<file path="config.mk">
export PLATFORM = sky130hd
export DESIGN_NAME = note_clock_bank
export DESIGN_NICKNAME = d
export VERILOG_FILES = /design/src/rtl/note_clock_bank.sv
export SDC_FILE = /design/constraint.sdc
export NUM_CORES = 2
export LEC_CHECK = 0
export BUFFER_PORTS_ARGS = -buffer_cell sky130_fd_sc_hd__buf_2
export CORE_ASPECT_RATIO = 1.25
export CORE_MARGIN = 10
export CORE_UTILIZATION = 33
export DETAILED_ROUTE_END_ITERATION = 10
export PLACE_DENSITY = 0.49
export SETUP_SLACK_MARGIN = 0.5
export SLEW_MARGIN = 20
export SYNTH_ARGS = -nofsm -noshare
export SYNTH_HDL_FRONTEND = slang
export SYNTH_SLANG_ARGS = --single-unit
</file>
<file path="constraint.sdc">
create_clock -name CLK -period 7.8 [get_ports CLK]
set_input_delay 0.78 -clock CLK [delete_from_list [all_inputs] [get_ports CLK]]
set_output_delay 0.78 -clock CLK [all_outputs]
set_load 0.02 [all_outputs]
</file>
<file path="src/rtl/note_clock_bank.sv">
// Bank of NUM_CH independent note clocks: programmable half-period divisors with
// glitch-free shadow/active reload and a global octave shift.
module note_clock_bank #(
    parameter int NUM_CH      = 15,
    parameter int DIV_W       = 16,
    parameter int DEFAULT_DIV = 14204,
    parameter int OCT_W       = 2
) (
    input  logic                       CLK,
    input  logic                       RST_N,
    input  logic                       enable,
    input  logic [NUM_CH-1:0]          ch_en,
    input  logic [OCT_W-1:0]           oct_shift,
    input  logic                       wr_en,
    input  logic [$clog2(NUM_CH)-1:0]  wr_addr,
    input  logic [DIV_W-1:0]           wr_data,
    output logic [NUM_CH-1:0]          clk_out,
    output logic [NUM_CH-1:0]          tick,
    output logic [NUM_CH-1:0]          pending
);

    logic [DIV_W-1:0] shadow  [NUM_CH];
    logic [DIV_W-1:0] active  [NUM_CH];
    logic [DIV_W-1:0] cnt     [NUM_CH];
    logic [DIV_W-1:0] eff_div [NUM_CH];

    logic [NUM_CH-1:0] run;
    logic [NUM_CH-1:0] boundary;
    logic [NUM_CH-1:0] xfer;
    logic [NUM_CH-1:0] wr_hit;
    logic              addr_ok;

    // The '>=' compare lets a shrinking divisor or shift end the half-period at once
    // instead of letting the counter run all the way around.
    always_comb begin
        addr_ok = (int'(wr_addr) < NUM_CH);
        for (int i = 0; i < NUM_CH; i++) begin
            eff_div[i]  = active[i] >> oct_shift;
            run[i]      = enable & ch_en[i] & (eff_div[i] != '0);
            boundary[i] = run[i] & (cnt[i] >= (eff_div[i] - DIV_W'(1)));
            xfer[i]     = boundary[i] | ~run[i];
            wr_hit[i]   = wr_en & addr_ok & (int'(wr_addr) == i);
        end
    end

    always_ff @(posedge CLK) begin
        if (!RST_N) begin
            for (int i = 0; i < NUM_CH; i++) begin
                shadow[i] <= DIV_W'(DEFAULT_DIV);
                active[i] <= DIV_W'(DEFAULT_DIV);
                cnt[i]    <= '0;
            end
            clk_out <= '0;
            tick    <= '0;
            pending <= '0;
        end else begin
            for (int i = 0; i < NUM_CH; i++) begin
                // Active only changes at a half-period boundary or while idle,
                // so a write can never produce a runt pulse.
                if (wr_hit[i]) begin
                    shadow[i] <= wr_data;
                    if (xfer[i]) begin
                        active[i]  <= wr_data;
                        pending[i] <= 1'b0;
                    end else begin
                        pending[i] <= 1'b1;
                    end
                end else if (pending[i] && xfer[i]) begin
                    active[i]  <= shadow[i];
                    pending[i] <= 1'b0;
                end

                if (run[i]) begin
                    if (boundary[i]) begin
                        cnt[i]     <= '0;
                        clk_out[i] <= ~clk_out[i];
                        tick[i]    <= ~clk_out[i];
                    end else begin
                        cnt[i]  <= cnt[i] + DIV_W'(1);
                        tick[i] <= 1'b0;
                    end
                end else begin
                    cnt[i]     <= '0;
                    clk_out[i] <= 1'b0;
                    tick[i]    <= 1'b0;
                end
            end
        end
    end

endmodule

</file>
* Word-level counts from Yosys, hierarchy flattened *
Memories as Yosys holds them, arrays and structs flattened.
Index checks and enable logic that the tools add are counted.

cells by class
  eq/ne operators = 14
  bitwise operators = 196
  reductions and logical operators = 76
  shifts and indexed selects = 15
  magnitude comparators = 16
  add/subtract/negate cells = 30
  muxes and demuxes = 466

operator list
  operator                                                               count
  16-bit 2-to-1 mux                                                      90
  1-bit 2-to-1 mux                                                       376
  16-bit by 1-bit adder with 16-bit output, second input constant        15
  16-bit greater-or-equal comparator                                     15
  16-bit nonzero test                                                    15
  16-bit by 2-bit right shift with 16-bit output                         15
  16-bit by 1-bit subtractor with 16-bit output, second input constant   15
  1-bit OR                                                               105
  1-bit bitwise AND                                                      61
  3-bit AND reduction                                                    15
  4-bit equality test, second input constant                             8
  1-bit inverter                                                         30
  2-bit AND reduction                                                    15
  2-bit nonzero test                                                     15
  4-bit by 3-bit equality test with 1-bit output, second input constant  4
  1-bit logical AND                                                      15
  4-bit by 2-bit equality test with 1-bit output, second input constant  2
  4-bit zero test                                                        1
  4-bit less-than comparator, second input constant                      1

storage, ports and cells
  bits of input ports = 41
  memories kept = 3
  bits in writable memories = 720
  register bits after elaboration = 45

memory list
  name    depth  bits a word  rd ports  clocked after Yosys merged registers in  wr ports  line  source
  active  15     16           15        0                                        15        23    logic [DIV_W-1:0] active [NUM_CH];
  cnt     15     16           15        0                                        15        24    logic [DIV_W-1:0] cnt [NUM_CH];
  shadow  15     16           15        0                                        15        22    logic [DIV_W-1:0] shadow [NUM_CH];

* Longest topological paths before layout *
  depth in word-level cells = 11
  gate-level depth with buffers = 25
  mapped depth without buffers = 18

* Worst setup path after synthesis *
No wires, ideal clock.

  path type = input to register
  start point = in oct_shift[1]
  end point = mem active[12][0], in the netlist active[1][64] (enable)
  arrival time = 5.566 ns
  slack = 1.822 ns
  buffers on the path = 5
  stages = 20
  required time = 7.389 ns
  path through = buf_4 > buf_2 > buf_2 > buf_2 > buf_2 > mux4_2 > inv_2 > ha_1 > or3b_1 > nor2_1 > nand3_1 > nor3_1 > xnor2_1 > ha_1 > nand4_1 > nor2_1 > o2111ai_1 > o221ai_1 > nor3_1 > o21ai_0

RTL lines
  what         line  source
  from (decl)  13    input logic [OCT_W-1:0] oct_shift,
  to (decl)    23

==> results.md <==
* Comb pwr share at 11.1%
* MaxCap Viol Count at 0
* Post-Route WL at 126,000 um
* Largest net degree at the start of global routing at 89
* Initial DRC count at 2,263
* TNS Setup at 0 ns
* Psw at between 2 and 3 mW
* Synth top area cells: edfxtp_1 45%, ha_1 7.1%, mux4_2 5.5%
* Startpoint Class: primary input
* Clock slew seen by the registers of the worst setup and hold paths at 0.06 ns
* FMAX at 0.176 GHz
* Fin util at 37.4%
* Register area at roughly 23,000 um2
* Slew @ Worst Pin at 1.15 ns
* Minimum clock period at 5.68 ns
* Synth area leader: edfxtp_1
* Remaining Overflow, GRT at 0
* CTS root buf: clkbuf_16
* Internal power at about 7.5 mW
* DP Cell Count at 6,449
* IO buf count at 85
* Critical path peak fanout at 71
* DR vias/cell at 5.02
* Length in cells of the worst reg-to-reg path at 14
* Share of layout cells above drive strength 1 at around 11%
* Pwr Density at 189 nW/um2
* Nets at roughly 5,000
* H-tree depth at 3
* Crit path kind: primary input to flop
* Worst Hold Depth at 3
* Outcome: completed
* DRT antenna net count at 0
* Post-CTS resize count at 0
* First-pass GRT wire length at 195,000 um
* Fillers at 14,300
* Share of the synthesized area in the top cell type at 45.4%
* Min-delay src: ch_en[4]
* Hold_buf cts at 0
* Drt drc at 0
* CTS Buf Count at between 80 and 90
* Post-Synthesis Cells at 4,369
* Min-Delay Path Class: primary input to flop
* Vias in the first global route at 33,100
* Slew Viols, Final at 0
* Distinct cells, synth at 90
* Net Sw Frac at 25.9%
* Final hold slack at 0.389 ns
* Worst Skew at roughly 0.015 ns
* Buffer count from post-CTS setup fixing at 0
* Asr flop ratio synth at 0%
* Wire length per cell at 19.0 um
* Core area at between 100,000 and 150,000 um2
* Worst slew margin at 23.1%
* Top FF cell, synth: edfxtp_1
* Worst reg2reg setup slack at 2.62 ns
* Setup Viol. Count Final at 0
* Die X at 360 um
* Peak supply drop at 173 uV
* Die ar. at 160,000 um2
* Seq pwr share at 47.9%
* First drt pass iteration count at 7
* Register area share after synthesis at 47.3%
* Clock network power share at 41.0%
* Placer congestion estimate at 0.815
* Clk sinks at 765
* RR Startpoint: active[0][118]$_SDFFCE_PN1P_
* EDFF count, synth at 720
* Part of the cycle the worst path needs at between 70 and 80%
* Area grow syn2layout at 12.5%
* Initial antenna violation count at 15
* Final Instance Count excl. Fillers at 6,614
* Most common cell after layout, fill and taps aside: edfxtp_1
* Seq cells post-synth at 765
* TritonCTS clock tree: done
* Footprint of the multi-input gates at 24,600 um2
* # rows at 155
* Starting density of the core at 33.3%
* Ys Warns at 0
* Avg Synthesized Cell Area at approximately 11 um2
* Hold path endpoint: clk_out[4]$_SDFFE_PN0P_
* Clock Path Buffers at 3
* Most frequent cells in the layout: 720 x edfxtp_1, 656 x nor2_1, 353 x nand2_1
* IO Count at 86
* RSZ-0062 raised after global routing: no
* WP data required at 8.12 ns
* Critical Path AT at 6.00 ns
* GR Util All Layers at 15.4%
* Mapped Area at between 40,000 and 50,000 um2
* Reg2Reg Capture Point: active[0][113]$_SDFFCE_PN0P_
* Detailed placement HPWL at 89,400 um
* Final hold vios at 0
* Worst-Skew Late Latency at 0.70 ns
* Pleak at just under 20 nW
* Die Ht at 445 um
* Vias after detailed routing at roughly 33,000
* Worst setup EP type: flop
[Yosys cell counts (all sizes together), types with 63 or more instances]
master  count
and3       80
edfxtp    720
nor3       75
ha        270
a21oi     178
clkbuf     63
o21ai     191
nand2b     95
nand3     132
xor2      185
nand4      72
xnor2     221
nor2      659
inv       110
or3        77
mux4      119
nand2     357
mux2i     152
buf       110
[power groups by stage]
stage / clock, mW / combinational (mW) / sequential (mW)
6_report: 4.16 / 1.13 / 4.85
5_1_grt: 4.43 / 1.27 / 4.88
4_1_cts: 4.29 / 1.14 / 4.86
3_5_place_dp: 0 / 1.13 / 4.94
3_3_place_gp: 0 / 1.13 / 4.94
2_1_floorplan: 0 / 0.839 / 4.89
[flip-flops by register name, indices dropped and copies added (netlist names)]
signal   flops
active     240
cnt        240
shadow     240
pending     15
tick        15
clk_out     15
[routing by layer]
metal  up-vias  routed length (um)  global-route usage [%]
li1      16300                   -                       -
met1     16100               52400                    18.7
met2       579               63700                    27.9
met3       173                6040                    2.18
met4         6                3400                    5.03
met5         -                  46                       0
[worst max-delay path by stage]
stage                       startpoint                     endpoint  slack, ns
final                     oct_shift[0]  active[1][46]$_SDFFCE_PN0P_       2.12
after global routing      oct_shift[0]  active[1][83]$_SDFFCE_PN1P_       1.55
after CTS                 oct_shift[0]  active[1][83]$_SDFFCE_PN1P_       2.09
after detailed placement  oct_shift[0]  active[1][82]$_SDFFCE_PN1P_       1.32
after global placement    oct_shift[0]  active[0][77]$_SDFFCE_PN1P_       1.41
after floorplan           oct_shift[1]  active[1][64]$_SDFFCE_PN0P_       1.82
[through the flow]
stage | area [um2] | power (mW) | setup slack, ns
after detailed placement | 50700 | 6.08 | 1.32
after global routing | 53600 | 10.6 | 1.55
final | 53600 | 10.1 | 2.12
after global placement | 50700 | 6.07 | 1.41
after CTS | 53600 | 10.3 | 2.09
after floorplan | 48500 | 5.73 | 1.82
[area by class of cell]
cell class              count  share of cell area [%]
multi-input cells        3559                    45.9
flip-flops and latches    765                    42.0
well taps                1884                    4.40
clock buffers             104                    4.20
repair buffers            130                    1.54
clock inverters            56                    1.10
inverters                 111                   0.780
diodes                      5                  0.0234
[cells by family (layout without fill, tap and decap cells)]
kind of cell,Yosys count,after routing,share of synthesized area (%)
buffers and inverters,284,401,3.06
multiplexers,329,329,10.2
flip-flops,765,765,47.3
XOR/XNOR,406,406,7.46
AND/OR/NAND/NOR,1738,1738,17.5
other,1,245,0.00787
AO/OA/AOI/OAI,576,576,7.44
adder cells (fa/ha/maj),270,270,7.09
[critical path, cell delays in order]
cell and delay (ns):
buf_8 0.49, buf_12 0.39, mux2_2 0.39, and2_1 0.17
a2111o_1 0.40, nor2b_1 0.21, and2_1 0.21, nand3b_1 0.09
mux2_2 0.28, ha_1 0.31, nand4_1 0.16, nor2_1 0.16
o2111ai_1 0.11, o21ai_0 0.59, or2_2 0.49, o21a_1 0.65
(Power assumes the default switching activity.)
